$ cat src/rtl/race_pkg.sv
// Shared definitions for the two-car racer.
// Holds the game-state encoding driven on the 3-bit state bus, which the physics
// engines and the HUD also decode. It also holds the winner codes and the tick
// period helper.
package race_pkg;

  // Encodings 2 and 7 are unused; the sequencer treats them as a request for IDLE.
  typedef enum logic [2:0] {
    StIdle      = 3'd0,
    StSetting   = 3'd1,
    StCountdown = 3'd3,
    StRacing    = 3'd4,
    StPause     = 3'd5,
    StFinish    = 3'd6
  } race_state_e;

  localparam logic [1:0] WinNone = 2'd0;
  localparam logic [1:0] WinCar1 = 2'd1;
  localparam logic [1:0] WinCar2 = 2'd2;
  localparam logic [1:0] WinTie  = 2'd3;

  // Clocks per game tick. The rates are chosen to divide exactly.
  function automatic int unsigned tick_limit(input int unsigned clk_freq,
                                             input int unsigned tick_rate);
    return clk_freq / tick_rate;
  endfunction

endpackage

$ cat src/rtl/game_tick_gen.sv
// Free-running game tick generator.
// It counts 0..CLK_FREQ/TICK_RATE-1 and pulses tick for one clock at terminal count.
// Only rst clears it; the count runs in every game state.
// Ports:
//   clk  - system clock
//   rst  - synchronous active-high reset
//   tick - 1-cycle pulse once per tick period
module game_tick_gen
  import race_pkg::*;
#(
  parameter int unsigned CLK_FREQ  = 100_000_000,
  parameter int unsigned TICK_RATE = 120
) (
  input  logic clk,
  input  logic rst,
  output logic tick
);

  localparam int unsigned Limit = tick_limit(CLK_FREQ, TICK_RATE);
  localparam int unsigned CntW  = (Limit > 1) ? $clog2(Limit) : 1;
  localparam logic [CntW-1:0] CntMax = CntW'(Limit - 1);

  logic [CntW-1:0] cnt_q, cnt_d;

  always_comb begin
    tick  = (cnt_q == CntMax);
    cnt_d = tick ? '0 : cnt_q + 1'b1;
  end

  always_ff @(posedge clk) begin
    if (rst) begin
      cnt_q <= '0;
    end else begin
      cnt_q <= cnt_d;
    end
  end

endmodule

$ cat src/rtl/race_sequencer.sv
// Game-flow controller for the two-car racer.
// It sequences IDLE -> SETTING -> COUNTDOWN -> RACING <-> PAUSE -> FINISH. It also
// runs the pre-race countdown, the race timer and the FINISH hold timer from the
// game tick, and it picks the winner from the engines' finish flags.
// Ports:
//   clk, rst                        - system clock, synchronous active-high reset
//   start_btn/pause_btn/abort_btn   - debounced levels; rising edge is the command
//   p1_ready, p2_ready              - both high ends SETTING
//   p1_finish, p2_finish            - sticky finish flags from the physics engines
//   state                           - shared 3-bit game-state bus
//   countdown                       - remaining countdown seconds (0 outside COUNTDOWN)
//   race_sec, race_tick             - elapsed race time, seconds + ticks in second
//   winner                          - 0 none, 1 car1, 2 car2, 3 tie
// All outputs are registered.
module race_sequencer
  import race_pkg::*;
#(
  parameter int unsigned CLK_FREQ        = 100_000_000,
  parameter int unsigned TICK_RATE       = 120,
  parameter int unsigned COUNTDOWN_SEC   = 3,
  parameter int unsigned FINISH_HOLD_SEC = 5,
  parameter int unsigned MAX_SEC         = 999
) (
  input  logic       clk,
  input  logic       rst,
  input  logic       start_btn,
  input  logic       pause_btn,
  input  logic       abort_btn,
  input  logic       p1_ready,
  input  logic       p2_ready,
  input  logic       p1_finish,
  input  logic       p2_finish,
  output logic [2:0] state,
  output logic [1:0] countdown,
  output logic [9:0] race_sec,
  output logic [6:0] race_tick,
  output logic [1:0] winner
);

  localparam int unsigned HoldTicks = FINISH_HOLD_SEC * TICK_RATE;
  localparam int unsigned HoldW     = $clog2(HoldTicks + 1);
  localparam logic [HoldW-1:0] HoldMax = HoldW'(HoldTicks - 1);
  localparam logic [6:0] TickMax = 7'(TICK_RATE - 1);
  localparam logic [9:0] SecMax  = 10'(MAX_SEC);
  localparam logic [1:0] CdStart = 2'(COUNTDOWN_SEC);

  logic tick;

  game_tick_gen #(
    .CLK_FREQ (CLK_FREQ),
    .TICK_RATE(TICK_RATE)
  ) u_tick (
    .clk (clk),
    .rst (rst),
    .tick(tick)
  );

  // Button edge detection, bit order {abort, pause, start}.
  logic [2:0] btn_raw, btn_q, btn_d, btn_prev_q, btn_prev_d;
  logic       start_pulse, pause_pulse, abort_pulse;

  assign btn_raw = {abort_btn, pause_btn, start_btn};

  always_comb begin
    btn_d      = btn_raw;
    btn_prev_d = btn_q;
  end

  // During reset both stages track the live level. A button held through reset
  // then shows no edge when reset is released.
  always_ff @(posedge clk) begin
    if (rst) begin
      btn_q      <= btn_raw;
      btn_prev_q <= btn_raw;
    end else begin
      btn_q      <= btn_d;
      btn_prev_q <= btn_prev_d;
    end
  end

  assign start_pulse = btn_q[0] & ~btn_prev_q[0];
  assign pause_pulse = btn_q[1] & ~btn_prev_q[1];
  assign abort_pulse = btn_q[2] & ~btn_prev_q[2];

  // Game FSM and timers.
  race_state_e      state_q, state_d;
  logic [1:0]       countdown_q, countdown_d;
  logic [9:0]       race_sec_q, race_sec_d;
  logic [6:0]       race_tick_q, race_tick_d;
  logic [1:0]       winner_q, winner_d;
  logic [6:0]       cd_sub_q, cd_sub_d;
  logic [HoldW-1:0] hold_q, hold_d;

  always_comb begin
    state_d     = state_q;
    countdown_d = countdown_q;
    race_sec_d  = race_sec_q;
    race_tick_d = race_tick_q;
    winner_d    = winner_q;
    cd_sub_d    = cd_sub_q;
    hold_d      = hold_q;

    if (abort_pulse) begin
      state_d = StIdle;
    end else begin
      unique case (state_q)
        StIdle: begin
          if (start_pulse) state_d = StSetting;
        end
        StSetting: begin
          if (p1_ready && p2_ready) begin
            state_d     = StCountdown;
            countdown_d = CdStart;
            cd_sub_d    = '0;
          end
        end
        StCountdown: begin
          if (tick) begin
            if (cd_sub_q == TickMax) begin
              cd_sub_d    = '0;
              countdown_d = countdown_q - 2'd1;
              if (countdown_q == 2'd1) state_d = StRacing;
            end else begin
              cd_sub_d = cd_sub_q + 7'd1;
            end
          end
        end
        StRacing: begin
          if (tick) begin
            if (race_tick_q == TickMax) begin
              race_tick_d = '0;
              if (race_sec_q != SecMax) race_sec_d = race_sec_q + 10'd1;
            end else begin
              race_tick_d = race_tick_q + 7'd1;
            end
          end
          // Finish wins over a pause requested in the same clock.
          if (p1_finish || p2_finish) begin
            state_d  = StFinish;
            winner_d = {p2_finish, p1_finish};
            hold_d   = '0;
          end else if (pause_pulse) begin
            state_d = StPause;
          end
        end
        StPause: begin
          if (pause_pulse) state_d = StRacing;
        end
        StFinish: begin
          if (start_pulse) begin
            state_d = StIdle;
          end else if (tick) begin
            if (hold_q == HoldMax) begin
              state_d = StIdle;
            end else begin
              hold_d = hold_q + 1'b1;
            end
          end
        end
        default: state_d = StIdle;
      endcase
    end

    // Every path into IDLE clears the displayed values and the internal timers,
    // so the HUD shows zeros from the first IDLE cycle.
    if (state_d == StIdle) begin
      countdown_d = '0;
      race_sec_d  = '0;
      race_tick_d = '0;
      winner_d    = WinNone;
      cd_sub_d    = '0;
      hold_d      = '0;
    end
  end

  always_ff @(posedge clk) begin
    if (rst) begin
      state_q     <= StIdle;
      countdown_q <= '0;
      race_sec_q  <= '0;
      race_tick_q <= '0;
      winner_q    <= WinNone;
      cd_sub_q    <= '0;
      hold_q      <= '0;
    end else begin
      state_q     <= state_d;
      countdown_q <= countdown_d;
      race_sec_q  <= race_sec_d;
      race_tick_q <= race_tick_d;
      winner_q    <= winner_d;
      cd_sub_q    <= cd_sub_d;
      hold_q      <= hold_d;
    end
  end

  assign state     = state_q;
  assign countdown = countdown_q;
  assign race_sec  = race_sec_q;
  assign race_tick = race_tick_q;
  assign winner    = winner_q;

endmodule

$ cat config.mk
export PLATFORM = sky130hd
export DESIGN_NAME = race_sequencer
export DESIGN_NICKNAME = d
export VERILOG_FILES = /design/src/rtl/race_pkg.sv /design/src/rtl/game_tick_gen.sv /design/src/rtl/race_sequencer.sv
export SDC_FILE = /design/constraint.sdc
export NUM_CORES = 1
export LEC_CHECK = 0
export ABC_AREA = 0
export CAP_MARGIN = 20
export CORE_AREA = 2 2 65 113
export DETAILED_ROUTE_END_ITERATION = 7
export DIE_AREA = 0 0 67 115
export PLACE_DENSITY = 0.73
export SETUP_SLACK_MARGIN = 0.2
export SYNTH_ARGS = -nofsm -noshare
export SYNTH_HDL_FRONTEND = slang
export SYNTH_SLANG_ARGS = --single-unit
$ cat constraint.sdc
create_clock -name clk -period 1.8 [get_ports clk]
set_input_delay 0.45 -clock clk [delete_from_list [all_inputs] [get_ports clk]]
set_output_delay 0.45 -clock clk [all_outputs]
set_load 0.1 [all_outputs]
==> results of run 1 <==
[power groups by stage]
stage          Clock [W]  Combinational [W]  Sequential [W]
6_report         0.00173           0.000302         0.00150
5_1_grt          0.00181           0.000314         0.00150
4_1_cts          0.00173           0.000252         0.00150
3_5_place_dp           0           0.000218         0.00153
3_3_place_gp           0           0.000215         0.00153
2_1_floorplan          0           0.000101         0.00155
[synth_stat cells (3+ instances only)]
library cell	n	area share [%]
mux2i_1	3	0.91
nor3_2	4	1.2
and4_1	4	1.1
xor2_1	28	7.4
ha_1	7	2.6
nand4_1	13	2.5
nand3b_1	3	0.68
o21ai_0	11	1.7
dfxtp_1	67	41
mux2_2	3	1.0
nor2_1	47	5.3
buf_6	3	1.0
and3_1	11	2.1
xnor2_1	5	1.3
nand2_1	25	2.8
nor3_1	12	1.8
or3_1	10	1.9
nor4_2	3	1.1
nor2b_1	7	1.3
nand3_1	17	2.6
a21oi_1	23	3.5
inv_1	8	0.91
and2_1	6	1.1
[critical path, delay by kind of cell, from the launching register on]
kind / cells / cell delay (ps)
AND/OR/NAND/NOR: 5 / 900
flip-flops: 1 / 320
buffers and inverters: 2 / 280
XOR/XNOR: 1 / 260
adder cells (fa/ha/maj): 1 / 150
[state kept, by name, summed over array words and instances (netlist names)]
name and cells:
btn_prev_d 3, btn_prev_q 3, cd_sub_q 7, countdown 2, hold_q 10, race_sec 10, race_tick 7, state 3
u_tick.cnt_q 20, winner 2
[through the flow]
step,setup slack [ps],power (W),instance area (um^2)
6_report,-226,0.00353,5700
3_3_place_gp,-280,0.00174,4700
5_1_grt,-295,0.00362,5700
2_1_floorplan,-287,0.00165,3500
4_1_cts,-121,0.00348,5300
3_5_place_dp,-341,0.00175,4700
[final cells by class]
type	count	area share, %
inverter	8	0.571
timing repair buffer	138	27.3
sequential	67	24.5
tap	84	1.84
clock inverter	3	0.702
clock buffer	13	4.39
multi-input combinational	283	40.8
[final timing paths]
| path | slack (ps) | cells past startpoint | endpoint |
|---|---|---|---|
| max | -230 | 9 | hold_q[8]$_SDFFE_PP0P_ |
| min | 470 | 1 | btn_prev_q[0]$_DFF_P_ |
| max reg2reg | -230 | 9 | hold_q[8]$_SDFFE_PP0P_ |
| min reg2reg | 470 | 1 | btn_prev_q[0]$_DFF_P_ |
[cell families after synthesis]
| kind of cell | count (synthesis) |
|---|---|
| simple gates | 183 |
| flops | 67 |
| compound gates | 54 |
| xor+xnor | 33 |
| buf+inv | 17 |
| fa+ha+maj | 7 |
| mux | 6 |
[routing by layer]
metal	part of all wire [%]	routed length (um)
met2	57	6970
met1	34	4130
met3	3.7	451
met5	0	0
met4	6.1	748
[cell usage in the layout (no fill, tap or decap), types with 10 or more instances in the layout]
master / Yosys / final
buf_4: 2 / 80
dfxtp_1: 67 / 42
nor2_1: 47 / 37
buf_12: 0 / 30
xor2_1: 28 / 26
nand2_1: 25 / 24
dfxtp_2: 0 / 16
buf_6: 3 / 16
nand4_1: 13 / 13
nor3_2: 4 / 12
nand3_1: 17 / 11
a21oi_2: 0 / 11
clkbuf_16: 0 / 11
a21oi_1: 23 / 10
[what timing repair did]
action / CTS / global route
cloned: 2 / 2
endpoints found under the setup margin: 62 / 62
setup buffers: 15 / 13
gates resized for setup: 42 / 57
pin swaps: 19 / 23
==> metrics.cfg, run 1 <==
[outcome]
outcome = finished with violations
failed_checks = negative setup slack

[placement]
portBuffers = 32
dp.cells = 548
dp_hpwl_mm = 6.73
gp_congestion = 0.879

[sta]
fmax_mhz = 494
whs_ps = 475
setup_viol = 41
final.setup_skew_ps = 6.87
rsz0062_at_grt = yes
finalCritPeriodShare_pct = 113
worst_slack_ps = -226
tightest_slew_ps = 494
slew_viol_final = 0
relSlewSlack_pct = 66.9
period_needed_ps = 2030
finalHoldViolations = 0
fin_setup_tns_ps = -5280

[synthesis]
synth_ff_type = dfxtp_1
synth_seq_cells = 67
synth_edf_count = 0
yosysSeqAreaShare_pct = 40.5
synth_top_family_by_area = simple AND/OR/NAND/NOR gates
synthAdderAreaFrac_pct = 2.65
syn-num-nets = 383
netlist_instances = 367
ys_types = 59
synth.yosys.warnings = 0
yosys.area_share.simple_pct = 32.6
synthXorXnorAreaFrac_pct = 8.74
synth-compound-area-share_pct = 10.6
synth_mux_area_share_pct = 1.93
async_flop_share_pct = 0
syn_area_mm2 = 0.00331
avgSynthCellArea_um2 = 9.01

[floorplanning]
initial_core_util_pct = 48.6
fp-row-count = 40
die_w_um = 67
io_pins = 33
fp.dieH_um = 115
die_area_mm2 = 0.00771
coreArea_mm2 = 0.00681

[clock_tree]
htreeDepth = 3
cts_tree = done
ctsHoldBuffers = 0
tritoncts_num_sinks = 67
clock_path_buffers = 2
clk_latency_ps = 330
cts-root-buf = clkbuf_16
cts_buffers = 9
clkSlewWorstSetupHoldPaths_ps = 50

[route]
drc = 0
vias = 3547
drtIter0Drc = 227
drt-wirelength-per-cell_um = 20.6
drtAntennaViolNets = 0
wl_mm = 12.3
via_per_inst = 5.95
firstDrtPassIters = 4

[run]
drv_cap = 0

[worst_setup_path]
required_ps = 2010
worstPathMaxFanout = 4
critical_path_class = flop to flop
r2r_start = u_tick.cnt_q[0]$_SDFF_PP0_
cp_slowest_cell = nor4_4
worst_ep_arrival_time_ps = 2240
crit_chain = inv_2, ha_4, nor2b_4, nand4_4, nor4_4, buf_4, nand4_1, xor2_1, nor3_2
cpPeakStageDelay_ps = 390
crit_path_start = u_tick.cnt_q[0]$_SDFF_PP0_
worstSetupStartpointType = flop
crit_path_end_kind = flop

[layout]
syn_to_final_growth_pct = 72.4
utilization_pct = 83.8
layout-drive-gt1-share_pct = 51.2
multiInputGateArea_mm2 = 0.00232
layoutNonFillerInstCount = 596
antenna_cells = 0
final_nets = 523
n_fill_cell = 332
register_area_mm2 = 0.00140

[grt]
met1_usage_pct = 25.8
grt_max_degree = 21
grt_usage_pct = 28.6
grt_pass1_vias = 3625
met2_usage_pct = 54.9
antenna_found_initial = 0
grt_pass1_wl_mm = 16.7
overflow = 0
globalRouteMet3Util_pct = 5.58
busiest_layer = met2

[power_and_ir_drop]
swShare_pct = 22.2
internal-power_w = 0.00274
p_per_area_mw_per_mm2 = 618
leakage_nw = 2.16
p_seq_share_pct = 42.5
p_comb_share_pct = 8.6
irDropWorstVdd_mv = 0.634
netSwitchingPower_w = 0.000782
p_clk_share_pct = 48.9

[worst_hold_path]
hp-class = flop to flop
min_from = btn_prev_d[0]$_DFF_P_

Power figures use the tool's default switching activity.
==> inputs of run 2 (changes only) <==
--- a/config.mk
+++ b/config.mk
@@ -8,6 +8,7 @@
 export ABC_AREA = 0
 export CAP_MARGIN = 20
 export CORE_AREA = 2 2 65 113
+export CTS_CLUSTER_DIAMETER = 150
 export DETAILED_ROUTE_END_ITERATION = 7
 export DIE_AREA = 0 0 67 115
 export PLACE_DENSITY = 0.73
==> results of run 2 <==
The final DEF is identical to that of run 1; final timing and power are the same.
